File: src/rtl/mips_pipe_pkg.sv
// Shared MIPS pipeline types: register address width, load-tracking slot record
// and the debug encoding of the load-use hazard unit.
package mips_pipe_pkg;

  localparam int unsigned REG_ADDR_W  = 5;
  localparam int unsigned DBG_STATE_W = 2;

  typedef struct packed {
    logic                  valid;
    logic [REG_ADDR_W-1:0] addr;
  } slot_t;

  typedef enum logic [DBG_STATE_W-1:0] {
    ST_RUN        = 2'd0,
    ST_LOAD_STALL = 2'd1,
    ST_MEM_WAIT   = 2'd2
  } dbg_state_e;

  // True when an in-flight load writes a register the ID instruction reads; $0 never matches.
  function automatic logic slot_match(
    input slot_t                 slot,
    input logic [REG_ADDR_W-1:0] rs_addr,
    input logic [REG_ADDR_W-1:0] rt_addr,
    input logic                  rs_used,
    input logic                  rt_used
  );
    logic rs_hit;
    logic rt_hit;
    rs_hit = rs_used && (slot.addr == rs_addr);
    rt_hit = rt_used && (slot.addr == rt_addr);
    return slot.valid && (slot.addr != '0) && (rs_hit || rt_hit);
  endfunction

endpackage

File: src/rtl/hazard_slot.sv
// One load-tracking slot: a {valid, addr} register with hold/load enables and
// async clear, plus the comparator against the ID source registers.
module hazard_slot
  import mips_pipe_pkg::*;
(
  input  logic                  clk,
  input  logic                  rst_n,
  input  logic                  hold_i,
  input  logic                  load_i,
  input  logic                  valid_i,
  input  logic [REG_ADDR_W-1:0] addr_i,
  input  logic [REG_ADDR_W-1:0] rs_addr_i,
  input  logic [REG_ADDR_W-1:0] rt_addr_i,
  input  logic                  rs_used_i,
  input  logic                  rt_used_i,
  output logic                  valid_o,
  output logic [REG_ADDR_W-1:0] addr_o,
  output logic                  match_o
);

  slot_t slot_q;
  slot_t slot_d;

  // Hold wins over load so a frozen back end keeps its loads in place.
  always_comb begin
    slot_d = slot_q;
    if (load_i && !hold_i) begin
      slot_d.valid = valid_i;
      slot_d.addr  = addr_i;
    end
  end

  always_ff @(posedge clk or negedge rst_n) begin
    if (!rst_n) begin
      slot_q <= '0;
    end else begin
      slot_q <= slot_d;
    end
  end

  assign valid_o = slot_q.valid;
  assign addr_o  = slot_q.addr;
  assign match_o = slot_match(slot_q, rs_addr_i, rt_addr_i, rs_used_i, rt_used_i);

endmodule

File: config.mk
export PLATFORM = sky130hd
export DESIGN_NAME = hazard_slot
export DESIGN_NICKNAME = d
export VERILOG_FILES = /design/src/rtl/mips_pipe_pkg.sv /design/src/rtl/hazard_slot.sv
export SDC_FILE = /design/constraint.sdc
export NUM_CORES = 1
export LEC_CHECK = 0
export CAP_MARGIN = 5
export CORE_AREA = 2 2 39 41
export DETAILED_ROUTE_END_ITERATION = 10
export DIE_AREA = 0 0 41 43
export GPL_TIMING_DRIVEN = 0
export PLACE_DENSITY = 0.7
export SETUP_SLACK_MARGIN = 0.02
export SLEW_MARGIN = 20
export SYNTH_ARGS = -nofsm -noshare
export SYNTH_HDL_FRONTEND = slang
export SYNTH_SLANG_ARGS = --single-unit
File: constraint.sdc
create_clock -name clk -period 3.55 [get_ports clk]
set_input_delay 0.5325 -clock clk [delete_from_list [all_inputs] [get_ports clk]]
set_output_delay 0.5325 -clock clk [all_outputs]
set_load 0.1 [all_outputs]
# Yosys cells after proc, flatten, opt, wreduce, memory -nomap -nowiden
# Index checks and enable logic that the tools add are counted.
[totals] mem_bits_rw=0 n_memories=0 output_inout_bits=7 latch_bits=0 ff_bits=6 in_bits=22 wordCells=12 rom_bits=0
[classes] n_bitwise=0 div=0 eq_ne=2 add_sub_neg=0 mux=0 n_mul=0 n_lt_le_gt_ge=0 n_reduce_logical=8 n_shift=0
[ops] op="5-bit equality test" count=2
[ops] op="1-bit logical AND" count=5
[ops] op="5-bit nonzero test" count=1
[ops] op="1-bit logical NOT" count=1
[ops] op="1-bit logical OR" count=1

# Longest topological paths before layout
# Gate-level depths: netlist of the first run.
[logic_depth] word_depth=4 ltp_mapped=4 ltp_nobuf=4

# Worst setup path before layout of the first run
# No wires, ideal clock.
[synth_timing] path_kind="reg-to-output" start="register slot_q, in the netlist addr_o[2]" end="output port match_o" n_path_buf=0 stages_incl_launch_ff=5 required_time_ns=3.017 arrival_time_ns=2.979 path_slack_ns=0.038 path_cell_list="dfrtp_1 -> xor2_1 -> nor4_1 -> nand3_1 -> a21oi_1"
[synth_between] elab_chain_cells=4 elab_cells_between_ends=8
[synth_lines] item="from (decl)" line="hazard_slot.sv:21" source="slot_t slot_q;"
[synth_lines] item="from (signal assigned)" line="hazard_slot.sv:37" source="slot_q <= slot_d;"
[synth_lines] item="5-bit equality test, on equally long branches" line="mips_pipe_pkg.sv:29, mips_pipe_pkg.sv:30"
[synth_lines] item="1-bit logical AND, on equally long branches" line="mips_pipe_pkg.sv:29, mips_pipe_pkg.sv:30"
[synth_lines] item="1-bit logical OR" line="mips_pipe_pkg.sv:31" source="return slot.valid && (slot.addr != '0) && (rs_hit || rt_hit);"
[synth_lines] item="1-bit logical AND *" line="mips_pipe_pkg.sv:31"
[synth_lines] item="to (decl)" line="hazard_slot.sv:18" source="output logic match_o"
# Every way passes the cells marked *; elsewhere a longest branch is shown, timed or not.

# Worst setup path in the final report of the first run
[layout_timing] start="input port rt_addr_i[2]" end="output port match_o"
[layout_between] elab_chain_cells=4
[layout_lines] item="from (decl)" line="hazard_slot.sv:13" source="input logic [REG_ADDR_W-1:0] rt_addr_i,"
[layout_lines] item="5-bit equality test" line="mips_pipe_pkg.sv:30" source="rt_hit = rt_used && (slot.addr == rt_addr);"
[layout_lines] item="1-bit logical AND" line="mips_pipe_pkg.sv:30"
[layout_lines] item="1-bit logical OR" line="mips_pipe_pkg.sv:31"
[layout_lines] item="1-bit logical AND" line="mips_pipe_pkg.sv:31"
# Every way passes these cells.

==> impl_results.md, run 1 <==
- Status: complete, no violations
- Post-CTS sizing: 0
- Die Span Y: 43 microns
- WS Path Type: input port to primary output
- Initial antenna violation count: 0
- Routed vias: 336
- Setup violators final: 0
- Max Used Layer: met3
- Pin count of the biggest net entering global routing: 7
- Fmax: a little under 300 MHz
- Worst-path clk slew: approximately 40 ps
- Multi-input logic area: 201 sq um
- Hold/Removal Path Class: input port to asynchronous set/reset pin
- Rows: 14
- Final nets: 86
- Total die area: 0.00176 sq mm
- Longest Clk Path Bufs: 2
- Final period util: 94.7%
- Netlist Area Pre-Place: 357 sq um
- DRT iter0 DRCs: 0
- Post-CTS Hold Buffers: 0
- CORE AREA: roughly 0.0014 sq mm
- Detailed-route DRC error count: 0
- CP Capture Type: primary output
- Flops & latches, synth: 6
- Critical path peak fanout: 1
- Clock latency on the worst-skew pair: about 240 ps
- Clock skew: 0 ps
- Yosys warnings: 0
- Post-CTS Setup Bufs: 0
- Htree depth: 1
- Syn avg cell area: between 10 and 15 sq um
- Initial core utilization: 25.8%
- Gate Count Post-Synth: 31
- I/O pins: 29
- Total power: 313 uW
- Final worst path period need: 3360 ps
- Commonest non-fill, non-tap cell in the layout: clkdlybuf4s50_1
- Most frequent cells in the layout: 28 x clkdlybuf4s50_1, 8 x xor2_1, 6 x mux2_2, 6 x dfrtp_1, 3 x clkbuf_4
- Worst Path Arrival: 2830 ps
- Met3 routed WL: 75 microns
- Maxcap violations: 0
- Setup TNS: 0 ps
- Global Route Usage Sum: 12.2%
- Port Buffers: 28
- CTS sink cnt: 6
- Vias/cell: 4.31
- VDD IR max: 0.000215 V
- Root buf cell: clkbuf_4
- Critical Path RT: 3020 ps
- WL met2: approximately 480 microns
- WL/cell: around 11 microns
- WL met1: 332 microns
- Max Slew Vio Count: 0
- Leak: roughly 0.27 nW
- CP Launch Type: input port
- Slew headroom: 34.7%
- DRT Pass-1 Iters: 1
- Final Util: 49.1%
- Actual slew at the worst max-slew pin: 977 ps
- Ratio of cells with drive above 1 in the final layout: 16.1%
- Fillers: about 140
- Syn_nets: 53
- Chip Width: 41 microns
- Layout area overhead: 90.5%
- Total power per unit cell area: 461 mW/mm^2
- RSZ-0062 raised after global routing: no
- Final WL: 884 microns
- Num CTS Buffers: 3
- Yosys cell types: 11
- Antenna-violating nets left: 0
- GP Congestion: roughly 0.62
- CTS tree: built
- Vias in the first global route: 355
- Dpl hpwl: 704 microns
- Reg-to-reg slack, setup: about 2700 ps
- Register area: 150 sq um
- Overflow after GRT: 0
- Post-synthesis sequential area ratio: between 40% and 50%
- ANT cells: 0
- Final hold viol count: 0
- Global-route wire length before repair: 1460 microns
==> critical path, cell delays in order <==
cell,delay [ps]
clkdlybuf4s50_1,410
xor2_1,140
nor4_1,340
nand3_1,120
a21oi_1,130
clkdlybuf4s50_1,1150
==> power by group <==
group / switching, mW / leakage (nW) / internal (mW)
logic: 0.0997 / 0.182 / 0.0579
clock network: 0.0233 / 0.0138 / 0.0382
registers: 0.0153 / 0.0704 / 0.0788
total: 0.138 / 0.266 / 0.175
==> synthesized netlist by cell type <==
library cell  count  area share, %
mux2_2            6             19
buf_2             1            1.4
nor2b_1           1            1.8
a21oi_1           1            1.4
xor2_1            8             20
nand3_1           2            2.8
or4_1             1            2.1
nor4_1            2            3.5
dfrtp_1           6             42
o21ai_1           1            1.4
xnor2_1           2            4.9
==> worst paths after layout <==
kind,cells past startpoint,endpoint,startpoint
hold reg to reg,1,valid_o,valid_o
setup / recovery,6,match_o,rt_addr_i[2]
max in group asynchronous,1,addr_o[1],rst_n
min in group clk,1,valid_o,valid_o
hold / removal,1,addr_o[2],rst_n
setup reg to reg,1,addr_o[2],addr_o[2]
==> per-layer routing <==
metal | global-route usage (%) | vias up
li1 | - | 170
met1 | 13.8 | 152
met2 | 19.1 | 14
met3 | 3.14 | 0
met4 | 8.00 | 0
met5 | 0 | -
==> registers in the layout (all words and copies together), names as in the netlist <==
register and cells:
addr_o 5, valid_o 1
==> cells by family (layout without fill, tap and decap cells) <==
logic type,Yosys count,in the layout,share of synthesized area (%)
AO/OA/AOI/OAI,2,2,2.80
XOR/XNOR,10,10,24.6
buffers and inverters,1,32,1.40
flip-flops,6,6,42.1
multiplexers,6,6,18.9
AND/OR/NAND/NOR,6,6,10.2
==> cell type report <==
type                    count  share of cell area, %
repair buffers             28                   41.3
multi-input cells          24                   29.7
flip-flops and latches      6                   22.1
clock buffers               3                   3.31
well taps                  16                   2.95
plain buffers               1                  0.737
==> stage by stage <==
stage	instances	hold WS (ps)	setup slack [ps]	cell area [sq um]
CTS	78	534	146	679
floorplan	31	237	38.3	357
global route	78	545	72.5	679
finish	78	538	187	679
detailed placement	75	537	161	657
global placement	75	542	155	657
No activity file was read; power rests on OpenSTA's default activity.
==> inputs of run 2 (changes only) <==
Settings changed: REMOVE_ABC_BUFFERS set to 1.
==> impl_results.md, run 2 (same netlist as run 1, synthesis figures left out) <==
- CP Launch Type: input port
- Final period util: 94.3%
- Vias in the first global route: roughly 300
- Layout area overhead: 89.1%
- Actual slew at the worst max-slew pin: 980 ps
- Pin count of the biggest net entering global routing: 7
- Detailed-route DRC error count: 0
- Clock latency on the worst-skew pair: between 200 and 250 ps
- Leak: about 0.26 nW
- Dpl hpwl: approximately 690 microns
- Hold WS: 534 ps
- Initial antenna violation count: 0
- Fmax: 299 MHz
- Longest Clk Path Bufs: 2
- WS Path Type: input port to primary output
- FF-to-FF Start: addr_o[1]
- Cell Area, Placed: 652 sq um
- Chip Width: about 41 microns
- GP Congestion: between 0.7 and 0.8
- Root buf cell: clkbuf_4
- Sequential Power Share: between 30% and 40%
- Status: complete, no violations
- Commonest non-fill, non-tap cell in the layout: clkdlybuf4s50_1
- CP Capture Type: primary output
- Max incr delay on CP: 1140 ps
- Die Span Y: 43 microns
- CP Capture Point: match_o
- Post-CTS sizing: 0
- Total power per unit cell area: 462 mW/mm^2
- Final Non-Filler Cells: 77
- Critical Path RT: 3020 ps
- Maxcap violations: 0
- Worst r2r path cells: 1
- DRT Pass-1 Iters: 2
- Buf/Inv on CP: 2
- Post-CTS Hold Buffers: 0
- Placed Cells: 74
- Clock Power Share: approximately 20%
- Most frequent CP cell: clkdlybuf4s50_1
- ANT cells: 0
- Crit path max-delay cell type: clkdlybuf4s50_1
- CORE AREA: 0.00138 sq mm
- Final hold viol count: 0
- R2R Path End: addr_o[1]
- DRT iter0 DRCs: 2
- Cell count along the critical path: 6
- VDD IR max: 0.000209 V
- Critical path peak fanout: 1
- Routed vias: 335
- Setup violators final: 0
- Vias/cell: 4.35
- Sw Share: 44.0%
- Worst Path Arrival: 2810 ps
- Max reg flops: 5
- Htree depth: 1
- P_sw: 137 uW
- Internal power: 174 uW
- I/O pins: 29
- Comb pwr share: 50.3%
- Initial core utilization: 25.8%
- Fin area: around 670 sq um
- Global-route wire length before repair: 1290 microns
- Crit path from: rt_addr_i[2]
- Global Route Usage Sum: 11.1%
- Post-CTS Setup Bufs: 0
- Final WL: 842 microns
- Final WS setup: 203 ps
- Rows: 14
- Fillers: 141
- Port Buffers: 28
- CTS tree: built
- Max Slew Vio Count: 0
- Register area: around 150 sq um
- Setup TNS: 0 ps
- Num CTS Buffers: 3
- Most frequent cells in the layout: 28 x clkdlybuf4s50_1, 8 x xor2_1, 6 x mux2_2, 6 x dfrtp_1, 3 x clkbuf_4
- Final nets: 85
- Final Util: 48.7%
- Multi-input logic area: around 200 sq um
- Worst-path clk slew: 40 ps
- Total die area: 0.00176 sq mm
- Final worst path period need: 3350 ps
- WL/cell: 10.9 microns
- Slew headroom: ~34%
- Total power: 311 uW
- RSZ-0062 raised after global routing: no
- Antenna-violating nets left: 0
- Overflow after GRT: 0
- Ratio of cells with drive above 1 in the final layout: between 10 and 15%
- Place WS: 169 ps
- Dominant delay contributor by cell family on the critical path: buffers and inverters
- Clock skew: 0 ps
- Reg-to-reg slack, setup: 2720 ps
- CTS sink cnt: 6
- Hold/Removal Path Class: input port to asynchronous set/reset pin
- Critical Path, Cell by Cell: clkdlybuf4s50_1 > xor2_1 > nor4_1 > nand3_1 > a21oi_1 > clkdlybuf4s50_1
-- run 2: cell count changes in the layout (fill, tap and decap cells not counted) --
cell / before / now
buf_2: 1 / 0
-- run 2: cell type report --
type | instances | area share, %
repair buffers | 28 | 41.6
clock buffers | 3 | 3.34
flip-flops and latches | 6 | 22.3
multi-input cells | 24 | 29.9
well taps | 16 | 2.97
-- run 2: how the worst min path moves through the flow --
| stage | to | depth (start not counted) | slack (ps) |
|---|---|---|---|
| CTS | addr_o[2] | 1 | 530 |
| detailed placement | valid_o | 1 | 530 |
| floorplan | addr_o[0] | 0 | 240 |
| global placement | valid_o | 1 | 530 |
| global route | addr_o[2] | 1 | 540 |
| finish | addr_o[3] | 1 | 530 |
-- run 2: per-layer routing --
layer	wire length, microns	part of all wire, %	GRT usage, %
met5	0	0	0
met1	335	40	12.6
met4	0	0	8.00
met2	420	50	16.3
met3	86	10	4.19
-- run 2: power groups by stage --
stage | sequential, mW | clock, mW | combinational, mW
6_report | 0.0935 | 0.0612 | 0.157
5_1_grt | 0.0969 | 0.0703 | 0.163
4_1_cts | 0.0943 | 0.0643 | 0.158
3_5_place_dp | 0.0951 | 0 | 0.158
3_3_place_gp | 0.0951 | 0 | 0.157
2_1_floorplan | 0.167 | 0 | 0.0323
==> inputs of run 3 (changes only) <==
Settings changed: MAX_ROUTING_LAYER set to met4.
==> results of run 3 <==
The final DEF is identical to that of run 2; final timing and power are the same.
Main changes from that run: final weighted congestion in routability-driven placement 0.720 -> 0.729; overall routing resource usage 11.1% -> 11.4%
